### config.mk
export PLATFORM = sky130hd
export DESIGN_NAME = instr_mem_ctrl
export DESIGN_NICKNAME = d
export VERILOG_FILES = /design/src/rtl/instr_mem_ctrl_pkg.sv /design/src/rtl/imem_ram.sv /design/src/rtl/instr_mem_ctrl.sv
export SDC_FILE = /design/constraint.sdc
export NUM_CORES = 2
export LEC_CHECK = 0
export ABC_CLOCK_PERIOD_IN_PS = 9200
export CAP_MARGIN = 15
export CORE_MARGIN = 2
export CORE_UTILIZATION = 56
export CTS_CLUSTER_SIZE = 28
export DETAILED_ROUTE_END_ITERATION = 16
export DONT_BUFFER_PORTS = 1
export PLACE_DENSITY_LB_ADDON = 0.25
export SLEW_MARGIN = 20
export SYNTH_ARGS = -nofsm -noshare
export SYNTH_HDL_FRONTEND = slang
export SYNTH_SLANG_ARGS = --single-unit
### constraint.sdc
create_clock -name clk -period 9.2 [get_ports clk]
set_clock_uncertainty 0.05 [all_clocks]
set_input_delay 1.84 -clock clk [delete_from_list [all_inputs] [get_ports clk]]
set_output_delay 1.84 -clock clk [all_outputs]
set_load 0.1 [all_outputs]
### src/rtl/instr_mem_ctrl_pkg.sv
// Shared definitions for the instruction memory controller.
//   - default parameter values (data/address width, halt/fill word)
//   - opcode constants and an instruction encoder
//   - controller FSM state type
//   - the 6-word demo program held in words 0..5 at power-up
package instr_mem_ctrl_pkg;

    localparam int unsigned DEFAULT_DATA_W    = 16;
    localparam int unsigned DEFAULT_ADDR_W    = 8;
    localparam logic [15:0] DEFAULT_HALT_WORD = 16'hF000;

    localparam logic [3:0] OP_ADD   = 4'b0000;
    localparam logic [3:0] OP_SUB   = 4'b0001;
    localparam logic [3:0] OP_LOAD  = 4'b0100;
    localparam logic [3:0] OP_STORE = 4'b0101;
    localparam logic [3:0] OP_HALT  = 4'b1111;

    typedef enum logic [1:0] {
        RUN   = 2'd0,
        PROG  = 2'd1,
        CLEAR = 2'd2
    } state_t;

    // Instruction layout: opcode in the top nibble, three 4-bit operand fields.
    function automatic logic [15:0] mk_instr(input logic [3:0] op,
                                             input logic [3:0] f2,
                                             input logic [3:0] f1,
                                             input logic [3:0] f0);
        return {op, f2, f1, f0};
    endfunction

    localparam int unsigned DEMO_LEN = 6;

    localparam logic [15:0] DEMO_PROG [DEMO_LEN] = '{
        mk_instr(OP_LOAD,  4'h2, 4'h0, 4'h5),   // 16'h4205
        mk_instr(OP_LOAD,  4'h4, 4'h0, 4'hA),   // 16'h440A
        mk_instr(OP_ADD,   4'h6, 4'h5, 4'h0),   // 16'h0650
        mk_instr(OP_SUB,   4'hE, 4'h8, 4'h8),   // 16'h1E88
        mk_instr(OP_STORE, 4'h6, 4'h1, 4'h4),   // 16'h5614
        mk_instr(OP_HALT,  4'h0, 4'h0, 4'h0)    // 16'hF000
    };

endpackage

### src/rtl/imem_ram.sv
// Instruction storage: one write port, one synchronous read port.
// Ports:
//   clk, rst_n        clock, async active-low reset (read register only)
//   we, waddr, wdata  write port
//   re, raddr         read enable / address; rdata updates on the next edge
//   rdata             registered read data, held while re=0
// Power-up contents: HALT_WORD everywhere, demo program in words 0..5.
module imem_ram
    import instr_mem_ctrl_pkg::*;
#(
    parameter int unsigned       DATA_W    = DEFAULT_DATA_W,
    parameter int unsigned       ADDR_W    = DEFAULT_ADDR_W,
    parameter int unsigned       DEPTH     = 256,
    parameter logic [DATA_W-1:0] HALT_WORD = DATA_W'(DEFAULT_HALT_WORD)
) (
    input  logic              clk,
    input  logic              rst_n,
    input  logic              we,
    input  logic [ADDR_W-1:0] waddr,
    input  logic [DATA_W-1:0] wdata,
    input  logic              re,
    input  logic [ADDR_W-1:0] raddr,
    output logic [DATA_W-1:0] rdata
);

    // Tiny depths still allocate room for the demo program; the controller
    // never addresses words at or above DEPTH.
    localparam int unsigned ALLOC = (DEPTH < DEMO_LEN) ? DEMO_LEN : DEPTH;

    logic [DATA_W-1:0] mem [ALLOC] = '{
        0: DATA_W'(DEMO_PROG[0]),
        1: DATA_W'(DEMO_PROG[1]),
        2: DATA_W'(DEMO_PROG[2]),
        3: DATA_W'(DEMO_PROG[3]),
        4: DATA_W'(DEMO_PROG[4]),
        5: DATA_W'(DEMO_PROG[5]),
        default: HALT_WORD
    };

    // Array has no reset so contents survive rst_n.
    always_ff @(posedge clk) begin
        if (we) begin
            mem[waddr] <= wdata;
        end
    end

    always_ff @(posedge clk or negedge rst_n) begin
        if (!rst_n) begin
            rdata <= '0;
        end else if (re) begin
            rdata <= mem[raddr];
        end
    end

endmodule

### src/rtl/instr_mem_ctrl.sv
// Instruction memory controller: fetch port with valid/ready handshake and
// 1-cycle latency, program-load mode, and a HALT_WORD fill sequence.
// Ports:
//   clk, rst_n                      clock, async active-low reset
//   req_valid, req_addr, req_ready  fetch request
//   rsp_valid, rsp_instr,
//   rsp_fault, rsp_ready            fetch response (fault = address >= DEPTH)
//   prog_en, prog_we,
//   prog_addr, prog_data            program-load mode and write port
//   prog_clr                        pulse to start filling memory with HALT_WORD
//   busy                            high whenever not in RUN
module instr_mem_ctrl
    import instr_mem_ctrl_pkg::*;
#(
    parameter int unsigned       DATA_W    = DEFAULT_DATA_W,
    parameter int unsigned       ADDR_W    = DEFAULT_ADDR_W,
    parameter int unsigned       DEPTH     = 256,
    parameter logic [DATA_W-1:0] HALT_WORD = DATA_W'(DEFAULT_HALT_WORD)
) (
    input  logic              clk,
    input  logic              rst_n,
    input  logic              req_valid,
    input  logic [ADDR_W-1:0] req_addr,
    output logic              req_ready,
    output logic              rsp_valid,
    output logic [DATA_W-1:0] rsp_instr,
    output logic              rsp_fault,
    input  logic              rsp_ready,
    input  logic              prog_en,
    input  logic              prog_we,
    input  logic [ADDR_W-1:0] prog_addr,
    input  logic [DATA_W-1:0] prog_data,
    input  logic              prog_clr,
    output logic              busy
);

    state_t            state_q, state_d;
    logic [ADDR_W-1:0] clr_cnt;
    logic              clr_last;
    logic              rsp_free;      // response slot free or being drained this cycle
    logic              accept;
    logic              req_fault;
    logic              prog_in_range;
    logic              valid_q, fault_q;
    logic              ram_we;
    logic [ADDR_W-1:0] ram_waddr;
    logic [DATA_W-1:0] ram_wdata;
    logic [DATA_W-1:0] ram_rdata;

    assign clr_last      = (32'(clr_cnt) == DEPTH - 1);
    assign rsp_free      = !valid_q || rsp_ready;
    assign req_fault     = (32'(req_addr) >= DEPTH);
    assign prog_in_range = (32'(prog_addr) < DEPTH);
    assign accept        = req_valid && req_ready;

    // State register
    always_ff @(posedge clk or negedge rst_n) begin
        if (!rst_n) begin
            state_q <= RUN;
        end else begin
            state_q <= state_d;
        end
    end

    // Next state: prog_clr wins over prog_en; entering PROG waits for any
    // pending response to drain, entering CLEAR does not.
    always_comb begin
        state_d = state_q;
        unique case (state_q)
            RUN: begin
                if (prog_clr) begin
                    state_d = CLEAR;
                end else if (prog_en && rsp_free) begin
                    state_d = PROG;
                end
            end
            PROG: begin
                if (prog_clr) begin
                    state_d = CLEAR;
                end else if (!prog_en) begin
                    state_d = RUN;
                end
            end
            CLEAR: begin
                if (clr_last) begin
                    state_d = prog_en ? PROG : RUN;
                end
            end
            default: state_d = RUN;
        endcase
    end

    // Outputs and write-port mux
    always_comb begin
        busy      = (state_q != RUN);
        req_ready = (state_q == RUN) && !prog_en && !prog_clr && rsp_free;
        ram_we    = 1'b0;
        ram_waddr = prog_addr;
        ram_wdata = prog_data;
        unique case (state_q)
            PROG: begin
                ram_we = prog_we && prog_in_range;
            end
            CLEAR: begin
                ram_we    = 1'b1;
                ram_waddr = clr_cnt;
                ram_wdata = HALT_WORD;
            end
            default: begin
                ram_we = 1'b0;
            end
        endcase
    end

    // Fill counter: idles at zero, so each CLEAR entry starts from word 0.
    always_ff @(posedge clk or negedge rst_n) begin
        if (!rst_n) begin
            clr_cnt <= '0;
        end else if (state_q == CLEAR && !clr_last) begin
            clr_cnt <= clr_cnt + ADDR_W'(1);
        end else begin
            clr_cnt <= '0;
        end
    end

    // Response control; the RAM read register holds rsp_instr's data source
    // stable because it only loads on an accepted fetch.
    always_ff @(posedge clk or negedge rst_n) begin
        if (!rst_n) begin
            valid_q <= 1'b0;
            fault_q <= 1'b0;
        end else if (accept) begin
            valid_q <= 1'b1;
            fault_q <= req_fault;
        end else if (rsp_ready) begin
            valid_q <= 1'b0;
        end
    end

    assign rsp_valid = valid_q;
    assign rsp_fault = fault_q;
    assign rsp_instr = fault_q ? HALT_WORD : ram_rdata;

    imem_ram #(
        .DATA_W    (DATA_W),
        .ADDR_W    (ADDR_W),
        .DEPTH     (DEPTH),
        .HALT_WORD (HALT_WORD)
    ) u_ram (
        .clk   (clk),
        .rst_n (rst_n),
        .we    (ram_we),
        .waddr (ram_waddr),
        .wdata (ram_wdata),
        .re    (accept && !req_fault),
        .raddr (req_addr),
        .rdata (ram_rdata)
    );

endmodule

* Word level (Yosys, flattened, before mapping) *
Memory sizes are Yosys's and may differ from the RTL's. A register that Yosys moved wholly into a read port is not among the register bits.
Index checks and enable logic that the tools add are counted.

cells by class
  multiplexer cells = 15
  reductions and logical operators = 16
  eq/ne operators = 6
  $add $sub $neg = 1

operators with widths
  operator             count
  $mux 16              1
  $mux 8               2
  $mux 2               5
  $add 8x1->8 const B  1
  $eq 8x8->1 const B   1
  $logic_and 1x1->1    6
  $ne 3x3->1 const B   2
  $pmux 2 s3           1
  $logic_not 1->1      5
  $mux 1               5
  $reduce_bool 2->1    2
  $reduce_and 3->1     1
  $eq 2x1->1 const B   1
  $eq 2x2->1 const B   1
  $logic_not 2->1      1
  $ne 2x2->1 const B   1
  $pmux 1 s2           1
  $logic_or 1x1->1     1

storage, ports and cells
  input port bits = 39
  memories kept = 1
  bits in writable memories = 4096
  bits in registers = 11
  output and inout port bits = 20

memory list
  name       words  bits a word  read ports  clocked after Yosys merged registers in  wr ports  RTL line        RTL
  u_ram.mem  256    16           1           1                                        1         imem_ram.sv:30  logic [DATA_W-1:0] mem [ALLOC] = '{

* Depth between registers and ports, before layout *
  depth in word-level cells = 6
  gate-level depth with buffers = 13
  mapped depth without buffers = 9

* Cells and area by module *
From an unflattened synthesis, not the netlist that was laid out.

unflattened totals
  cell total of the unflattened synthesis = 7631
  area total of the unflattened synthesis = 159992.2 µm²

by module, submodules not included
  module          cells each  times used  area each (µm²)  seq. area each (µm²)
  imem_ram        7536        1           159113.9         123398.3
  instr_mem_ctrl  95          1           878.3            275.3

* Worst setup path after synthesis *
OpenSTA, ideal clock, no wires.

  path kind = input port to flip-flop
  start = input prog_data[10]
  end = memory u_ram.mem[0][10] (netlist bit), data pin
  stages on the path = 1
  required time = 7.698 ns
  setup slack = -0.287 ns
  arrival = 7.985 ns
  library setup time = 1.452 ns
  path through = nor2b_1

between the ends
  word-level cells in the longest chain between the ends = 1

ends and longest elaborated chain
  item             RTL line               RTL
  start, declared  instr_mem_ctrl.sv:32   input logic [DATA_W-1:0] prog_data,
  $mux 16          instr_mem_ctrl.sv:100  unique case (state_q)
  end, declared    imem_ram.sv:30

Every way passes these cells.

==> metrics.md <==
| Metric | Value |
|---|---|
| Drt drc | `0` |
| Count of final hold-check violations | `0` |
| Crit path time final | `6.97 ns` |
| Cell area after synthesis | `160000 um2` |
| Initial Util | `56.2%` |
| Startpoint Class | `input pin` |
| Vias in the first global route | `79000` |
| Synth Warn # | `0` |
| Flop pwr share | `53.0%` |
| Status | `finished clean` |
| Setup Crit Path Kind | `in2reg` |
| P per Cell Area | `235 nW/um2` |
| Commonest cells in the netlist | `edfxtp_1 (4096), mux4_2 (679), mux2i_1 (659)` |
| Sequential area share after synthesis | `77.3%` |
| Max IR drop VDD | `0.305 mV` |
| Hold Path Class | `reg2reg` |
| Unrepaired setup endpoints after global routing | `false` |
| First-pass GRT wire length | `595000 um` |
| Leakage power | `57.2 nW` |
| Number of flops mapped to enable cells by yosys | `4096` |
| Clock Root Buffer | `clkbuf_16` |
| Gr busiest metal | `met2` |
| Pint | `0.0318 W` |
| GRT Resource Usage Total | `29.0%` |
| Number of CTS-inserted buffers | `402` |
| Crit path max fanout | `120` |
| Yosys cell types | `75` |
| Leading area contributor after synthesis | `edfxtp_1` |
| Die height | `539 um` |
| Worst path max stage delay | `0.62 ns` |
| RD Place Congestion | `0.901` |
| Sink Count | `4123` |
| CTS tree | `built` |
| Initial drt markers | `12200` |
| Layout cell share with drive strength beyond 1 | `20.9%` |
| Crit. End Element | `flop` |
| CTS max path bufs | `4` |
| Max-Cap Viols | `0` |
| Synth Instances | `7669` |
| Area after DPL | `165000 um2` |
| Req. time, crit path | `9.92 ns` |
| Hpwl dp | `236000 um` |
| Crit share post-route | `75.8%` |
| Final setup vio count | `0` |
| Gate power share | `9.1%` |
| Clock Latency Late Sink | `0.91 ns` |
| Crit path cell chain | `buf_16 -> buf_16 -> buf_16 -> buf_16 -> buf_16 -> buf_16 -> mux4_2 -> a211oi_1 -> a32oi_1 -> and4_1 -> a32oi_1 -> o21ai_1` |
| Routed WL per cell | `35.0 um` |
| Total grt overflow | `0` |
| Largest cells by area after synthesis | `edfxtp_1 (77%), mux4_2 (9.6%), mux2i_1 (4.1%)` |
| Ports | `59` |
| Final cell count without fillers | `12100` |
| Clock power frac | `37.9%` |
| Core area | `285000 um2` |
| Cell row count | `196` |
| Critical Path AT | `7.69 ns` |
| Antenna violations before repair | `23` |
| Total wire length | `425000 um` |
| Final TNS setup | `0 ns` |
| Die ar. | `290000 um2` |
| Area grow syn2layout | `11.2%` |
| Post-synth top flop | `edfxtp_1` |
| CTS resizes | `0` |
| Met3 Use GR | `8.02%` |
| H-tree levels | `5` |
| Post-synth ARST share | `0.655%` |
| Flop-to-flop setup slack | `4.61 ns` |
| Clock transition at path regs | `0.07 ns` |
| GR Layer Usage met1 | `41.5%` |
| Slowest CP cell | `buf_16` |
| Nets | `8067` |
| CP bufs+invs | `6` |
| Most common cell type on the critical path | `buf_16` |
| Total chip power | `0.0418 W` |
| Routed vias | `81500` |
| Max_slew headroom | `10.2%` |
| Port Buf Inserts | `0` |
| Syn_area_per_cell | `20.9 um2` |
| Actual slew at the worst max-slew pin | `1.35 ns` |
| Delay-heaviest family, CP | `buffers and inverters` |
| Top-area cell type share of the netlist area | `76.8%` |
| GRT met2 Usage | `43.2%` |
| Post-CTS Setup Bufs | `0` |
| Post-DRT Antenna Nets | `0` |
| Fill cells | `18900` |
| Max frequency | `143 MHz` |
| Fin area | `178000 um2` |
| TritonRoute pass-1 iters | `9` |
| Psw | `0.0100 W` |
| Syn Nets | `7713` |
| Max-slew violations | `0` |
| Via density | `6.72` |
| Chip Width | `539 um` |
| Count leader, synth | `edfxtp_1` |
| #FFs+latches synth | `4123` |
| # hold bufs at CTS | `0` |
| Placed cell count | `11400` |
| Largest net degree at the start of global routing | `668` |
| Net Sw Frac | `24.0%` |
## sequential cells by signal, indices dropped and copies added (netlist names)
register	count
u_ram.rdata	16
rsp_valid	1
clr_cnt	8
state_q	2
u_ram.mem	4096
## path summary, 6_finish.rpt
kind	startpoint	endpoint	depth (start not counted)
setup / recovery	req_addr[0]	u_ram.rdata[4]$_DFFE_PN0P_	12
hold / removal	u_ram.rdata[13]$_DFFE_PN0P_	u_ram.rdata[13]$_DFFE_PN0P_	1
setup reg to reg	state_q[0]$_DFFE_PN0P_	u_ram.mem[76][12]$_DFFE_PP_	8
hold reg to reg	u_ram.rdata[13]$_DFFE_PN0P_	u_ram.rdata[13]$_DFFE_PN0P_	1
max in group asynchronous	rst_n	u_ram.rdata[14]$_DFFE_PN0P_	0
min in group asynchronous	rst_n	u_ram.rdata[11]$_DFFE_PN0P_	0
## placed cells by master, fill, tap and decap left out, types with 12 or more instances in the layout
cell | synthesis | layout
a22oi_1 | 77 | 77
a32oi_1 | 17 | 17
a2111oi_2 | 5 | 17
buf_4 | 33 | 365
dfrtp_1 | 27 | 24
a211oi_1 | 66 | 65
clkbuf_16 | 0 | 413
nor2b_4 | 0 | 15
clkinv_2 | 0 | 76
a211o_1 | 18 | 18
bufinv_16 | 0 | 25
mux2i_1 | 659 | 659
nor2_2 | 0 | 35
a22o_1 | 16 | 16
nor2_1 | 307 | 269
o21ai_1 | 9 | 17
nor3_1 | 36 | 32
inv_1 | 17 | 16
nand3_1 | 60 | 59
mux4_2 | 679 | 679
a221oi_1 | 26 | 26
buf_16 | 0 | 25
a2111oi_0 | 41 | 21
edfxtp_1 | 4096 | 4096
mux4_1 | 46 | 46
o21ai_0 | 100 | 92
nand4_1 | 25 | 25
diode_2 | 0 | 22
a31oi_1 | 12 | 12
buf_12 | 31 | 15
o22ai_1 | 216 | 216
clkinv_1 | 2 | 87
a21oi_1 | 113 | 113
o221ai_1 | 119 | 119
nand2_1 | 272 | 270
clkbuf_1 | 135 | 93
## power by group through the flow
stage	sequential (W)	combinational, W	clock (W)
5_1_grt	0.0222	0.00397	0.0167
4_1_cts	0.0222	0.00365	0.0159
6_report	0.0222	0.00381	0.0158
2_1_floorplan	0.0229	0.00188	0
3_5_place_dp	0.0226	0.00365	0
3_3_place_gp	0.0226	0.00346	0
## area by class of cell
type	count	area [um2]	area share, %
timing repair buffer	407	3740	2.10
multi-input combinational	3070	33300	18.7
clock buffer	516	10800	6.08
inverter	19	78.8	0.0443
clock inverter	211	1700	0.956
antenna	22	55.1	0.0309
tap	3762	4710	2.64
sequential	4123	124000	69.5
## cell families after synthesis
family | synth area share [%]
AO/OA/AOI/OAI | 3.88
AND/OR/NAND/NOR | 2.11
XOR/XNOR | 0.0274
buffers and inverters | 2.20
adder cells (fa/ha/maj) | 0.0391
flip-flops | 77.3
other | 0.00234
multiplexers | 14.5
## metal layers
layer,up-vias,share of wire (%)
met3,809,12
met5,-,0.044
met2,4893,46
met4,28,4.0
met1,42900,38
li1,32900,-
## through the flow
stage	util, %	setup WS, ns	hold slack, ns
after global placement	58.0	1.28	0.532
after CTS	62.4	2.14	0.517
after global routing	62.5	1.90	0.532
after detailed placement	58.0	1.16	0.520
after floorplan	-	2.78	0.510
final	62.5	2.23	0.542
Note: power is estimated with default switching activity, not from simulation.
